File: config.mk
export PLATFORM = sky130hd
export DESIGN_NAME = rom_arbiter_flat
export DESIGN_NICKNAME = d
export VERILOG_FILES = /design/src/rtl/rom_arbiter_if.sv /design/src/rtl/rom_arbiter.sv /design/src/flat_wrapper.sv
export SDC_FILE = /design/constraint.sdc
export NUM_CORES = 1
export LEC_CHECK = 0
export CAP_MARGIN = 20
export CORE_ASPECT_RATIO = 1.4
export CORE_UTILIZATION = 42
export DETAILED_ROUTE_END_ITERATION = 6
export GPL_ROUTABILITY_DRIVEN = 0
export PLACE_DENSITY_LB_ADDON = 0.1
export SLEW_MARGIN = 15
export SYNTH_ARGS = -nofsm -noshare
export SYNTH_HDL_FRONTEND = slang
export SYNTH_SLANG_ARGS = --single-unit
File: constraint.sdc
create_clock -name sys_clk -period 2.8 [get_ports sys_clk]
set_clock_uncertainty 0.1 [all_clocks]
set_input_delay 0.42 -clock sys_clk [delete_from_list [all_inputs] [get_ports sys_clk]]
set_output_delay 0.42 -clock sys_clk [all_outputs]
set_load 0.005 [all_outputs]
File: src/rtl/rom_arbiter_if.sv
// rom_arbiter_if: requester, ROM and status signals of the two-port ROM arbiter.
interface rom_arbiter_if #(
  parameter int ADDR_W = 8,
  parameter int DATA_W = 8
);
  logic              hold;
  logic              req0;
  logic              req1;
  logic [ADDR_W-1:0] addr0;
  logic [ADDR_W-1:0] addr1;
  logic              gnt0;
  logic              gnt1;
  logic              rd_valid0;
  logic              rd_valid1;
  logic [DATA_W-1:0] rd_data0;
  logic [DATA_W-1:0] rd_data1;
  logic [ADDR_W-1:0] rom_addr;
  logic [DATA_W-1:0] rom_q;
  logic              busy;
  modport master (
    output hold, req0, req1, addr0, addr1, rom_q,
    input  gnt0, gnt1, rd_valid0, rd_valid1, rd_data0, rd_data1, rom_addr, busy
  );
  modport slave (
    input  hold, req0, req1, addr0, addr1, rom_q,
    output gnt0, gnt1, rd_valid0, rd_valid1, rd_data0, rd_data1, rom_addr, busy
  );
endinterface

File: src/rtl/rom_arbiter.sv
// rom_arbiter: round-robin sharing of one pipelined ROM between two requesters,
// with a {valid, id} tag pipeline steering returned data back to its requester.
module rom_arbiter #(
  parameter int ADDR_W  = 8,
  parameter int DATA_W  = 8,
  parameter int ROM_LAT = 1
) (
  input logic          sys_clk,
  input logic          sys_rst_n,
  rom_arbiter_if.slave bus
);
  logic              gnt0, gnt1, acc;
  logic              ptr_q, ptr_d;
  logic [ADDR_W-1:0] addr_q, addr_d;
  logic [ROM_LAT:0]  vld_q, vld_d, id_q, id_d;
  logic              v0_q, v0_d, v1_q, v1_d;
  logic [DATA_W-1:0] d0_q, d0_d, d1_q, d1_d;
  // ptr_q is the id granted last; reset to 1 so requester 0 wins the first contest
  always_comb begin
    gnt0   = sys_rst_n & ~bus.hold & bus.req0 & (~bus.req1 | ptr_q);
    gnt1   = sys_rst_n & ~bus.hold & bus.req1 & ~gnt0;
    acc    = gnt0 | gnt1;
    ptr_d  = acc ? gnt1 : ptr_q;
    addr_d = gnt0 ? bus.addr0 : gnt1 ? bus.addr1 : addr_q;
    vld_d  = {vld_q[ROM_LAT-1:0], acc};
    id_d   = {id_q[ROM_LAT-1:0], gnt1};
    v0_d   = vld_q[ROM_LAT] & ~id_q[ROM_LAT];
    v1_d   = vld_q[ROM_LAT] & id_q[ROM_LAT];
    d0_d   = v0_d ? bus.rom_q : d0_q;
    d1_d   = v1_d ? bus.rom_q : d1_q;
  end
  always_ff @(posedge sys_clk) begin
    if (!sys_rst_n) begin
      ptr_q  <= 1'b1;
      addr_q <= '0;
      vld_q  <= '0;
      id_q   <= '0;
      v0_q   <= 1'b0;
      v1_q   <= 1'b0;
      d0_q   <= '0;
      d1_q   <= '0;
    end else begin
      ptr_q  <= ptr_d;
      addr_q <= addr_d;
      vld_q  <= vld_d;
      id_q   <= id_d;
      v0_q   <= v0_d;
      v1_q   <= v1_d;
      d0_q   <= d0_d;
      d1_q   <= d1_d;
    end
  end
  assign bus.gnt0      = gnt0;
  assign bus.gnt1      = gnt1;
  assign bus.rom_addr  = addr_q;
  assign bus.rd_valid0 = v0_q;
  assign bus.rd_valid1 = v1_q;
  assign bus.rd_data0  = d0_q;
  assign bus.rd_data1  = d1_q;
  assign bus.busy      = |vld_q;
endmodule

File: src/flat_wrapper.sv
// flat-port wrapper written by rule: the top's interface ports become plain ports
module rom_arbiter_flat 
#(
  parameter int ADDR_W  = 8,
  parameter int DATA_W  = 8,
  parameter int ROM_LAT = 1
)
  (sys_clk, sys_rst_n, bus_hold, bus_req0, bus_req1, bus_addr0, bus_addr1, bus_rom_q, bus_gnt0, bus_gnt1, bus_rd_valid0, bus_rd_valid1, bus_rd_data0, bus_rd_data1, bus_rom_addr, bus_busy);
  rom_arbiter_if #(.ADDR_W(ADDR_W), .DATA_W(DATA_W)) bus_i ();
  input logic sys_clk;
  input logic sys_rst_n;
  input wire logic [$bits(bus_i.hold)-1:0] bus_hold;
  input wire logic [$bits(bus_i.req0)-1:0] bus_req0;
  input wire logic [$bits(bus_i.req1)-1:0] bus_req1;
  input wire logic [$bits(bus_i.addr0)-1:0] bus_addr0;
  input wire logic [$bits(bus_i.addr1)-1:0] bus_addr1;
  input wire logic [$bits(bus_i.rom_q)-1:0] bus_rom_q;
  output wire logic [$bits(bus_i.gnt0)-1:0] bus_gnt0;
  output wire logic [$bits(bus_i.gnt1)-1:0] bus_gnt1;
  output wire logic [$bits(bus_i.rd_valid0)-1:0] bus_rd_valid0;
  output wire logic [$bits(bus_i.rd_valid1)-1:0] bus_rd_valid1;
  output wire logic [$bits(bus_i.rd_data0)-1:0] bus_rd_data0;
  output wire logic [$bits(bus_i.rd_data1)-1:0] bus_rd_data1;
  output wire logic [$bits(bus_i.rom_addr)-1:0] bus_rom_addr;
  output wire logic [$bits(bus_i.busy)-1:0] bus_busy;
  assign bus_i.hold = bus_hold;
  assign bus_i.req0 = bus_req0;
  assign bus_i.req1 = bus_req1;
  assign bus_i.addr0 = bus_addr0;
  assign bus_i.addr1 = bus_addr1;
  assign bus_i.rom_q = bus_rom_q;
  assign bus_gnt0 = bus_i.gnt0;
  assign bus_gnt1 = bus_i.gnt1;
  assign bus_rd_valid0 = bus_i.rd_valid0;
  assign bus_rd_valid1 = bus_i.rd_valid1;
  assign bus_rd_data0 = bus_i.rd_data0;
  assign bus_rd_data1 = bus_i.rd_data1;
  assign bus_rom_addr = bus_i.rom_addr;
  assign bus_busy = bus_i.busy;
  rom_arbiter #(.ADDR_W(ADDR_W), .DATA_W(DATA_W), .ROM_LAT(ROM_LAT)) u_core (.sys_clk(sys_clk), .sys_rst_n(sys_rst_n), .bus(bus_i));
endmodule
# Word-level counts from Yosys, hierarchy flattened
# Index checks and enable logic that the tools add are counted.
dict set report word_totals {
  inputBits 29
  wordCells 25
  output_inout_bits 29
  ff_bits 31
}
dict set report op_classes {
  n_mux 2
  reduce_logical 2
  bitwise_logic 13
}
# op count
set ops {}
lappend ops {{$mux W8} 2}
lappend ops {{$and A1 B1 Y1} 7}
lappend ops {{$not A1 Y1} 4}
lappend ops {{$or A1 B1 Y1} 2}
lappend ops {{$reduce_bool A2 Y1} 1}
lappend ops {{$reduce_or A2 Y1} 1}

# Depth between registers and ports, before layout
dict set report depth {
  ltp_word 8
  ltp_mapped 4
  depth_no_buf 3
}

# Least setup slack after synthesis
# OpenSTA, ideal clock, no wires.
dict set report synth_timing {
  path_kind {input to output}
  startpoint {input port bus_hold}
  endpoint {output port bus_gnt0}
  cell_stages 3
  arrival_time_ns 0.927
  slack_ns 1.353
  n_path_buf 1
  t_required_ns 2.280
  path_cell_list {nand2b_4 > buf_2 > nor3_1}
}
dict set report synth_between {
  elab_chain_cells 4
}
# item line
set synth_rtl {}
lappend synth_rtl {{start: declaration} flat_wrapper.sv:12} ;# input wire logic [$bits(bus_i.hold)-1:0] bus_hold;
lappend synth_rtl {{$not A1 Y1} rom_arbiter.sv:20} ;# gnt0 = sys_rst_n & ~bus.hold & bus.req0 & (~bus.req1 | ptr_q);
lappend synth_rtl {{$and A1 B1 Y1 (3 in a row)} rom_arbiter.sv:20}
lappend synth_rtl {{end: declaration} flat_wrapper.sv:18} ;# output wire logic [$bits(bus_i.gnt0)-1:0] bus_gnt0;
# Every way passes these cells.

# Worst setup path in the final report
dict set report layout_timing {
  startpoint {input port bus_hold}
  endpoint {output port bus_gnt1}
}
dict set report layout_between {
  elab_chain_cells 6
}
# item line
set layout_rtl {}
lappend layout_rtl {{$not A1 Y1 *} {rom_arbiter.sv:20, rom_arbiter.sv:21}}
lappend layout_rtl {{$and A1 B1 Y1 *} {rom_arbiter.sv:20, rom_arbiter.sv:21}}
lappend layout_rtl {{$and A1 B1 Y1 (2 in a row)} rom_arbiter.sv:20}
lappend layout_rtl {{$not A1 Y1} rom_arbiter.sv:21} ;# gnt1 = sys_rst_n & ~bus.hold & bus.req1 & ~gnt0;
lappend layout_rtl {{$and A1 B1 Y1 *} rom_arbiter.sv:21}
lappend layout_rtl {{end: declaration} flat_wrapper.sv:19} ;# output wire logic [$bits(bus_i.gnt1)-1:0] bus_gnt1;
# Mark *: on every way between the ends. The rest lies on a longest branch, timed or not.

==> results.ini <==
[outcome]
run_status = finished, final reports clean

[global_routing]
grt_pass1_wl_um = 4800
antenna_found_initial = 0
grt_max_degree = 23
track_usage_pct = 22.0
grt_overflow_total = 0
first_global_vias = 1156

[placed_design]
pre_cts_slack_ps = 355
dpl.cell_count = 220
dpl_cell_area_mm2 = 0.00180
hpwlAfterDp_um = 2170
numPortBuffers = 57

[logic_synthesis]
synth_top_area_share_pct = 51.8
yosysWarningCount = 0
yosys.cell_types.count = 24
synth_common_cells = 33 x nand2_1, 31 x dfxtp_1, 16 x a21boi_1
synth_top_area_cell = dfxtp_1
async_flop_share_pct = 0
synth_fp_nets = 161
synthFlopType = dfxtp_1
synth_area_leaders = dfxtp_1 52%, nand2_1 10%, a21boi_1 10%, a221o_1 6.7%, nor3_1 3.8%
synth_edf_count = 0
synth_area_mm2 = 0.00120
yosysSeqAreaShare_pct = 51.8
yosysMostFrequentCell = nand2_1
postSynthAreaPerCell_um2 = 9.07
ys_seq_elements = 31
synth_cells = 132

[floorplan]
core-area_mm2 = 0.00267
die_h_um = 65.2
die_area_mm2 = 0.00307
start_util_pct = 44.8
ios = 58
die_w_um = 47.1
rows = 22

[clock_tree]
htreeDepth = 2
post_cts_resized = 0
post_cts_buffers = 0
cts.sinks = 31
clockRootBuffer = clkbuf_4
clk_pin_slew_ps = 80
clock_path_buffers = 2
clock_latency_ps = 320
ctsHoldBuffers = 0
numCtsBuffers = 5
cts_tree = done

[routing]
drt_drc_violations_left = 0
wl_um = 2770
wl_per_cell_um = 12.3
drtPass1Iterations = 4
dr.first_iter.drc_count = 25
vias = 1141
routed_via_density = 5.05
ant_nets = 0

[finish]
final_nets = 220
drive_above_1_share_pct = 6.32
diodes = 0
stdcell_area_mm2 = 0.00184
stdcell_count = 226
nFillCells = 244
area_growth_pct = 54.0

[critical_path]
cp-start-kind = primary input
path_cells = clkdlybuf4s50_1 > nand2b_4 > a211oi_4 > clkdlybuf4s50_1
end_kind = output pin
worstPathArrival_ps = 1930
crit_fanout = 12
path_class = primary input to output pin
cp.required_ps = 2280
path_common_cell = clkdlybuf4s50_1
path_buf_inv = 2
worst_path_largest_cell_delay_ps = 550
critical-path-slowest-cell = clkdlybuf4s50_1
path_delay_family = buffers and inverters

[timing]
worst_pin_slew_ps = 555
timing.final.crit_share_pct = 87.4
grt_setup_unrepaired = false
fin_crit_ps = 2450
fmax_mhz = 409
slew_viol_final = 0
finalWorstSetupSlack_ps = 353
finalSetupViolCount = 0
finalHoldViolations = 0
max-slew-margin-rel_pct = 62.9
fin_tns_setup_ps = 0

[min_path]
hold_class = flop to flop

[power_and_ir_drop]
power_density_mw_per_mm2 = 442
peakVddDrop_v = 0.000274
leakagePower_nw = 0.670

[job]
maxCapViolCount = 0

[logic make-up after synthesis]
logic type	after synthesis	synth area share, %
compound gates	29	20.8
buf+inv	11	3.97
flops	31	51.8
simple gates	61	23.4
[worst reg2reg max path: cells and delay by family (launching register included)]
family,cells,cell delay [ps]
and+or+nand+nor,2,650
AOI/OAI and AO/OA,1,150
DFF,1,560
[routing by layer]
layer	vias to the layer above	wire length [µm]	GRT usage, %
met3	6	253	9.07
met4	0	55	8.57
met2	50	1430	39.1
li1	570	-	-
met1	515	1030	21.5
met5	-	0	0
[flip-flops by register name (all words and copies together), names as in the netlist]
| name | cells |
|---|---|
| u_core.bus.rd_data0 | 8 |
| u_core.bus.rd_data1 | 8 |
| u_core.bus.rd_valid0 | 1 |
| u_core.bus.rd_valid1 | 1 |
| u_core.bus.rom_addr | 8 |
| u_core.id_q | 2 |
| u_core.ptr_q | 1 |
| u_core.vld_q | 2 |
[placed cells by master (no fill, tap or decap), types with 3 or more instances in the layout]
cell type,synthesis,final
clkdlybuf4s50_1,0,57
buf_4,0,4
nand2_1,33,33
nand3_1,8,8
nor3_1,9,9
a21boi_1,16,16
clkbuf_4,0,5
a221o_1,8,8
dfxtp_1,31,31
and2_1,3,3
[cell type report]
class | instances | area, µm² | share of cell area, %
Clock buffer | 6 | 41.3 | 2.24
Sequential cell | 31 | 621 | 33.6
Inverter | 2 | 7.51 | 0.407
Tap cell | 36 | 45.0 | 2.44
Multi-Input combinational cell | 90 | 529 | 28.7
Timing Repair Buffer | 61 | 601 | 32.6
[per-stage QoR]
step / total power [mW] / util, % / hold slack [ps]
finish: 0.815 / 69.1 / 339
global route: 0.858 / 69.1 / 366
CTS: 0.823 / 69.1 / 342
detailed placement: 0.600 / 67.5 / 322
global placement: 0.596 / 67.5 / 315
floorplan: 0.519 / - / 312
[final timing paths]
| kind | depth (start not counted) | slack (ps) | endpoint | from |
|---|---|---|---|---|
| setup reg to reg | 3 | 1290 | u_core.bus.rd_data0[2] | u_core.vld_q[1] |
| hold / removal | 1 | 340 | u_core.id_q[1] | u_core.id_q[0] |
| hold reg to reg | 1 | 340 | u_core.id_q[1] | u_core.id_q[0] |
| setup / recovery | 4 | 350 | bus_gnt1 | bus_hold |
[power by group]
group	switching, mW	internal (mW)	leakage, nW
clock	0.137	0.0890	0.0242
sequential	0.0112	0.456	0.252
combinational	0.0419	0.0799	0.394
total	0.190	0.625	0.670
No activity file was read; power rests on OpenSTA's default activity.
